**src/rtl/lfm_pkg.sv**
```systemverilog
// Shared constants and FSM encoding for the pulsed LFM phase generator.
package lfm_pkg;

    localparam int ROM_DEPTH   = 2048;
    localparam int ADDR_W_DEF  = $clog2(ROM_DEPTH);
    localparam int PHASE_W_DEF = 32;
    localparam int CNT_W_DEF   = 16;

    typedef logic [1:0] state_t;

    localparam state_t ST_IDLE  = 2'd0;
    localparam state_t ST_PULSE = 2'd1;
    localparam state_t ST_GAP   = 2'd2;

endpackage

```
**src/rtl/lfm_phase_acc.sv**
```systemverilog
// Purpose: quadratic phase accumulator (freq ramps by k, phase integrates freq).
// Latency: phase updates the clock after load/en; phase_nxt is its combinational next value.
// Backpressure: none; runs every enabled clock.
module lfm_phase_acc #(
    parameter int PHASE_W = 32
) (
    input  logic               clk,
    input  logic               rst_n,
    input  logic               load,
    input  logic               en,
    input  logic [PHASE_W-1:0] f0,
    input  logic [PHASE_W-1:0] k,
    output logic [PHASE_W-1:0] phase,
    output logic [PHASE_W-1:0] phase_nxt
);

    logic [PHASE_W-1:0] freq;
    logic [PHASE_W-1:0] freq_nxt;

    always_comb begin
        phase_nxt = phase;
        freq_nxt  = freq;
        if (load) begin
            phase_nxt = '0;
            freq_nxt  = f0;
        end else if (en) begin
            phase_nxt = phase + freq;
            freq_nxt  = freq + k;
        end
    end

    always_ff @(posedge clk or negedge rst_n) begin
        if (!rst_n) begin
            phase <= '0;
            freq  <= '0;
        end else begin
            phase <= phase_nxt;
            freq  <= freq_nxt;
        end
    end

endmodule

```
**src/rtl/lfm_pulse_addr_gen.sv**
```systemverilog
// Purpose: pulsed chirp ROM-address generator with PRT timing and DAC-enable strobe.
// Latency: first pulse sample on rom_addr one clock after start is sampled.
// Backpressure: none; free-running at the sample clock, start ignored while busy.
module lfm_pulse_addr_gen
    import lfm_pkg::*;
#(
    parameter int ADDR_W  = ADDR_W_DEF,
    parameter int PHASE_W = PHASE_W_DEF,
    parameter int CNT_W   = CNT_W_DEF
) (
    input  logic               clk,
    input  logic               rst_n,
    input  logic               start,
    input  logic               stop,
    input  logic               continuous,
    input  logic [PHASE_W-1:0] f0_word,
    input  logic [PHASE_W-1:0] k_word,
    input  logic [CNT_W-1:0]   pulse_len,
    input  logic [CNT_W-1:0]   prt_len,
    output logic [ADDR_W-1:0]  rom_addr,
    output logic               dac_en,
    output logic               pulse_start,
    output logic               busy,
    output logic               cfg_err
);

    state_t             state;
    state_t             state_nxt;
    logic [CNT_W-1:0]   prt_cnt;
    logic [CNT_W-1:0]   pulse_len_q;
    logic [CNT_W-1:0]   prt_len_q;
    logic [PHASE_W-1:0] f0_q;
    logic [PHASE_W-1:0] k_q;
    logic [PHASE_W-1:0] f0_load;
    logic [PHASE_W-1:0] phase;
    logic [PHASE_W-1:0] phase_nxt;
    logic               cont_q;
    logic               stop_pending;
    logic               cfg_ok;
    logic               start_ok;
    logic               last_pulse;
    logic               last_prt;
    logic               restart;
    logic               acc_load;
    logic               acc_en;

    // Only the top ADDR_W phase bits address the ROM.
    logic unused_phase;
    assign unused_phase = ^{phase, phase_nxt[PHASE_W-ADDR_W-1:0]};

    always_comb begin
        cfg_ok     = (pulse_len != '0) && (prt_len > pulse_len);
        start_ok   = (state == ST_IDLE) && start && cfg_ok;
        last_pulse = (prt_cnt == pulse_len_q - CNT_W'(1));
        last_prt   = (prt_cnt == prt_len_q - CNT_W'(1));
        // A stop arriving on the final gap clock still ends the run at this PRT boundary.
        restart    = (state == ST_GAP) && last_prt && cont_q && !stop_pending && !stop;
        acc_load   = start_ok || restart;
        acc_en     = (state == ST_PULSE) && !last_pulse;
        f0_load    = (state == ST_IDLE) ? f0_word : f0_q;

        state_nxt = state;
        case (state)
            ST_IDLE:  if (start_ok) state_nxt = ST_PULSE;
            ST_PULSE: if (last_pulse) state_nxt = ST_GAP;
            ST_GAP:   if (last_prt) state_nxt = restart ? ST_PULSE : ST_IDLE;
            default:  state_nxt = ST_IDLE;
        endcase
    end

    lfm_phase_acc #(
        .PHASE_W (PHASE_W)
    ) u_acc (
        .clk       (clk),
        .rst_n     (rst_n),
        .load      (acc_load),
        .en        (acc_en),
        .f0        (f0_load),
        .k         (k_q),
        .phase     (phase),
        .phase_nxt (phase_nxt)
    );

    always_ff @(posedge clk or negedge rst_n) begin
        if (!rst_n) begin
            state        <= ST_IDLE;
            prt_cnt      <= '0;
            pulse_len_q  <= '0;
            prt_len_q    <= '0;
            f0_q         <= '0;
            k_q          <= '0;
            cont_q       <= 1'b0;
            stop_pending <= 1'b0;
            rom_addr     <= '0;
            dac_en       <= 1'b0;
            pulse_start  <= 1'b0;
            busy         <= 1'b0;
            cfg_err      <= 1'b0;
        end else begin
            state <= state_nxt;

            if (start_ok) begin
                pulse_len_q <= pulse_len;
                prt_len_q   <= prt_len;
                f0_q        <= f0_word;
                k_q         <= k_word;
                cont_q      <= continuous;
            end

            if (acc_load || state_nxt == ST_IDLE)
                prt_cnt <= '0;
            else
                prt_cnt <= prt_cnt + CNT_W'(1);

            if (state_nxt == ST_IDLE)
                stop_pending <= 1'b0;
            else if (stop && state != ST_IDLE)
                stop_pending <= 1'b1;

            rom_addr    <= (state_nxt == ST_PULSE) ? phase_nxt[PHASE_W-1 -: ADDR_W] : '0;
            dac_en      <= (state_nxt == ST_PULSE);
            busy        <= (state_nxt != ST_IDLE);
            pulse_start <= acc_load;
            cfg_err     <= (state == ST_IDLE) && start && !cfg_ok;
        end
    end

endmodule

```
**config.mk**
```make
export PLATFORM = sky130hd
export DESIGN_NAME = lfm_pulse_addr_gen
export DESIGN_NICKNAME = d
export VERILOG_FILES = /design/src/rtl/lfm_pkg.sv /design/src/rtl/lfm_phase_acc.sv /design/src/rtl/lfm_pulse_addr_gen.sv
export SDC_FILE = /design/constraint.sdc
export NUM_CORES = 1
export LEC_CHECK = 0
export ABC_AREA = 0
export CAP_MARGIN = 20
export CORE_MARGIN = 10
export CORE_UTILIZATION = 30
export DETAILED_ROUTE_END_ITERATION = 12
export PLACE_DENSITY = 0.43
export SLEW_MARGIN = 15
export SYNTH_ARGS = -nofsm -noshare
export SYNTH_HDL_FRONTEND = slang
export SYNTH_SLANG_ARGS = --single-unit
```
**constraint.sdc**
```tcl
create_clock -name clk -period 5 [get_ports clk]
set_clock_uncertainty 0.15 [all_clocks]
set_input_delay 0.75 -clock clk [delete_from_list [all_inputs] [get_ports clk]]
set_output_delay 0.75 -clock clk [all_outputs]
set_load 0.02 [all_outputs]
```
==> After elaboration in Yosys (flattened, before gate mapping) <==
Cells that the tools add are included.
{ "op_classes": {"n_addsub": 5, "n_lt_le_gt_ge": 1, "eq_ne": 5, "mux": 14, "reduce_logical": 23} }
{ "op_table": {"columns": ["cell", "count"], "rows": [
  ["two-way mux 32 bit", 5],
  ["adder 32 bit", 2],
  ["equality test 16 bit", 2],
  ["subtractor 16 x 1 -> 16 bit (second input constant)", 2],
  ["adder 16 x 1 -> 16 bit (second input constant)", 1],
  ["greater-than comparator 16 bit", 1],
  ["two-way mux 16 bit", 1],
  ["nonzero test 16 bit", 1],
  ["two-way mux 11 bit", 1],
  ["logical AND 1 bit", 10],
  ["nonzero test 2 bit", 4],
  ["two-way mux 2 bit", 3],
  ["case mux 2 bit (3 select lines)", 1],
  ["equality test 2 x 1 -> 1 bit (second input constant)", 2],
  ["logical NOT 1 bit", 4],
  ["logical NOT 2 bit", 2],
  ["two-way mux 1 bit", 3],
  ["equality test 2 bit (second input constant)", 1],
  ["logical OR 1 bit", 2]
]} }
{ "word_totals": {"ff_bits": 195, "in_bits": 101, "out_inout_bits": 15, "elab_cells": 64} }

==> Logic depth before layout (Yosys ltp) <==
{ "depth": {"ltp_word": 12, "depth_mapped": 16, "ltp_nobuf": 14} }

==> Cells and area by module <==
A second synthesis with hierarchy kept.
{ "hier_totals": {"cells_unflattened": 1278, "hier_area_um2": 12709.7} }
{ "by_module_without_submodules": {"columns": ["mod", "instances", "cells_each", "area_per_inst_um2", "seq_area_each_um2"], "rows": [
  ["lfm_pulse_addr_gen", 1, 602, 6972.9, 3278.1],
  ["lfm_phase_acc", 1, 676, 5736.8, 1601.5]
]} }

==> Worst setup path after synthesis <==
Ideal clock, no wire load.
{ "synth_timing": {"kind": "input to register", "from": "input port pulse_len[13]", "to": "register f0_q[10]", "setup_time_ps": 125, "t_arrival_ps": 2979, "required_time_ps": 4725, "setup_slack_ps": 1746, "stages": 11, "path_buffers": 2, "path_cell_list": "inv_1 -> ha_1 -> a21o_1 -> a21o_1 -> a21oi_1 -> o21ai_0 -> o211a_1 -> nand3_1 -> clkbuf_1 -> clkbuf_1 -> mux2_2"} }
{ "synth_between": {"elab_chain_cells": 3, "word_cells_on_any_way": 4, "cone_classes": "order compare (1); reduce/logical (3)"} }
{ "synth_rtl": {"columns": ["item", "line_no", "source"], "rows": [
  ["start, declared", "lfm_pulse_addr_gen.sv:18", "input logic [CNT_W-1:0] pulse_len,"],
  ["greater-than comparator 16 bit or nonzero test 16 bit (tied branches)", "lfm_pulse_addr_gen.sv:52", "cfg_ok = (pulse_len != '0) && (prt_len > pulse_len);"],
  ["logical AND 1 bit *", "lfm_pulse_addr_gen.sv:52", null],
  ["logical AND 1 bit *", "lfm_pulse_addr_gen.sv:53", "start_ok = (state == ST_IDLE) && start && cfg_ok;"],
  ["end signal, assigned", "lfm_pulse_addr_gen.sv:105", "f0_q <= f0_word;"],
  ["end, declared", "lfm_pulse_addr_gen.sv:32", "logic [PHASE_W-1:0] f0_q;"]
]} }
Every way passes the cells marked *; elsewhere a longest branch is shown, timed or not.
A chain may end at the register's enable or synchronous reset.

==> Final worst setup path <==
{ "layout_timing": {"from": "register u_acc.freq[1]", "to": "register u_acc.freq[31]"} }
{ "layout_between": {"elab_chain_cells": 3} }
{ "layout_rtl": {"columns": ["item", "line_no", "source"], "rows": [
  ["start, declared", "lfm_phase_acc.sv:17", "logic [PHASE_W-1:0] freq;"],
  ["start signal, assigned", "lfm_phase_acc.sv:38", "freq <= freq_nxt;"],
  ["adder 32 bit", "lfm_phase_acc.sv:28", "freq_nxt = freq + k;"],
  ["two-way mux 32 bit", "lfm_phase_acc.sv:26", "end else if (en) begin"],
  ["two-way mux 32 bit", "lfm_phase_acc.sv:23", "if (load) begin"]
]} }
Every way passes these cells. The select of a mux whose other input is x is not followed.

==> reports/qor.txt <==
Crit-path cells: ha_1 -> a211oi_1 -> o211ai_1 -> a32oi_1 -> o21ai_0 -> a311oi_1 -> o21bai_1 -> a211oi_1 -> xnor2_1 -> a21oi_1 -> o31a_1
Met1 GRT Util: 20.1%
Vias/cell: 4.98
Crit end category: register
Async set or reset register ratio after synthesis: 100%
Largest net degree at the start of global routing: 114
CTS Buffer Depth: 2
CP max FO: 5
Fill count: 4,100
Worst min path class: in -> async
Share of the synthesized area in the top cell type: 40.3%
Ys flop type: dfrtp_1
Max IR drop VDD: 0.261 mV
Cts repair resizes: 0
Initial Utilization: 30.4%
Vias in the first global route: 9,728
Met2 GRT Util: 21.6%
Max-cap viol count: 0
Yosys reg bits: 195
Crit path from: u_acc.freq[1]
Port buffer count: 115
Delay of the slowest critical-path stage: 0.72 ns
Drt first pass iters: 5
Fmax: 238 MHz
Number of setup violations in the final report: 0
Setup ws final: 0.802 ns
Min Tclk post-route: 4.20 ns
First-pass GRT wire length: 55.7 mm
Via Count: 9,369
Area leader, netlist: dfrtp_1
Slew @ Worst Pin: 0.921 ns
Avg Inst Size Synth: 9.71 µm²
Fin crit share: 84.0%
Row count: 73
Sequential fraction of the synthesis area: 40.3%
CTS tree: done
Layout cell share with drive strength beyond 1: 11.4%
DIE HEIGHT: 221 µm
CP Class: reg -> reg
Area grow syn2layout: 19.1%
Commonest non-fill, non-tap cell in the layout: dfrtp_1
Critical path data required time: 5.20 ns
Post-CTS setup buffers: 0
Initial antenna violation count: 0
Worst-path clk slew: 0.08 ns
I/O pin count: 116
RSZ-0062 raised after global routing: false
Post-Route Setup TNS: 0 ns
Pwr Density: 768 nW/µm²
Die area: 48,800 µm²
Clock sink count: 195
Core Area: 39,800 µm²
Die X: 221 µm
Nets: 1,528
TritonCTS Buffers: 17
Pins Over Slew Limit: 0
Root Buffer: clkbuf_16
CP Data Arrival Time: 4.40 ns
Gpl congestion: 0.779
Total grt overflow: 0
Worst path slowest cell: a311oi_1
Pre-CTS setup slack: 0.767 ns
Worst Setup Start Kind: register
Slew headroom: 38.6%
H-Tree Depth: 4
Post-DR wirelength/cell: 18.4 µm
Initial drt markers: 404
Worst R2R Start: u_acc.freq[1]
YS warnings: 0
Post-synth EDFFs: 0
Overall power: 11,100 µW
Antenna Nets Post-Route: 0
DRT Wirelength: 34.6 mm
Synth cell types: 74
Fin cells: 1,882
Most frequent cells in the layout: dfrtp_1, nand2_1, clkdlybuf4s50_1
P_leak: 0.00631 µW
Mapped Cells: 1,247
Synth area leaders: dfrtp_1, ha_1, mux2_2
CP most frequent cell: a211oi_1
Ant diodes: 0
Worst-skew pair later-pin latency: 0.46 ns
Placed insts: 1,850
DRC Markers: 0
Hold buffers post-CTS: 0
Status: finished, final reports clean
Met3 GRT Util: 3.03%
Syn Nets: 1,431
All-Layer GR Usage: 14.2%
Post-DP HPWL: 25.1 mm
GR peak layer: met2
Cell area after synthesis: 12,100 µm²
Final Hold Fails: 0
==> power breakdown <==
group	internal [µW]	switching, µW
clock	733	700
combinational	3020	3520
sequential	2400	704
total	6160	4920
==> routing by layer <==
layer	wire length [µm]	part of all wire (%)	vias up
li1	-	-	4680
met1	18000	52	4542
met2	15300	44	137
met3	1170	3.4	10
met4	205	0.59	0
met5	0	0	-
==> logic make-up after synthesis <==
logic type | after synthesis | share of synthesized area, %
simple gates | 347 | 14.1
compound gates | 330 | 17.3
flops | 195 | 40.3
xor+xnor | 107 | 7.74
mux | 93 | 8.53
buf+inv | 92 | 3.32
fa+ha+maj | 83 | 8.70
==> worst max-delay path: cells and delay by family, from the launching register on <==
kind / cells / cell delay, ns
flip-flops: 1 / 0.46
XOR/XNOR: 1 / 0.21
adder cells (fa/ha/maj): 1 / 0.32
AO/OA/AOI/OAI: 9 / 2.96
==> registers in the layout, indices dropped and copies added, names as in the netlist, 2 cells and up <==
| signal | flops |
|---|---|
| u_acc.freq | 32 |
| pulse_len_q | 16 |
| state | 2 |
| f0_q | 32 |
| u_acc.phase | 32 |
| prt_len_q | 16 |
| k_q | 32 |
| rom_addr | 11 |
| prt_cnt | 16 |
==> Yosys cell counts (all sizes together) (7+ instances only) <==
master  instances
dfrtp         195
nand2         120
a21oi          92
nor2           87
ha             81
mux2           81
o21ai          76
xnor2          55
xor2           52
a21o           46
inv            43
clkbuf         29
nand3          28
buf            19
a211oi         18
a31oi          17
and3           15
nor3           15
o22ai          13
mux2i          12
nand2b         12
nor4           12
nand4          11
nor2b          11
o21bai          9
and2            8
or3             7
==> cell type report <==
| class | count | area (µm²) | share of cell area [%] |
|---|---|---|---|
| timing repair buffer | 126 | 1250 | 8.67 |
| clock inverter | 13 | 138 | 0.955 |
| sequential | 195 | 4880 | 33.9 |
| clock buffer | 19 | 453 | 3.14 |
| tap | 525 | 657 | 4.56 |
| multi-input combinational | 960 | 6850 | 47.6 |
| inverter | 44 | 183 | 1.27 |
==> metrics by stage <==
step	hold WS [ns]	util, %	cell area (µm²)
detailed placement	0.325	34.7	13800
floorplan	0.304	-	12100
global route	0.304	36.2	14400
finish	0.235	36.2	14400
CTS	0.296	36.2	14400
global placement	0.319	34.7	13800
==> worst paths after layout <==
check / to / slack [ns] / cells past startpoint
max in group asynchronous: u_acc.phase[18] / 3.39 / 2
min in group clk: u_acc.phase[29] / 0.34 / 1
worst max-delay path: u_acc.freq[31] / 0.80 / 11
worst min register to register: u_acc.phase[29] / 0.34 / 1
worst min-delay path: k_q[1] / 0.23 / 1
worst max register to register: u_acc.freq[31] / 0.80 / 11
(Power assumes the default switching activity.)
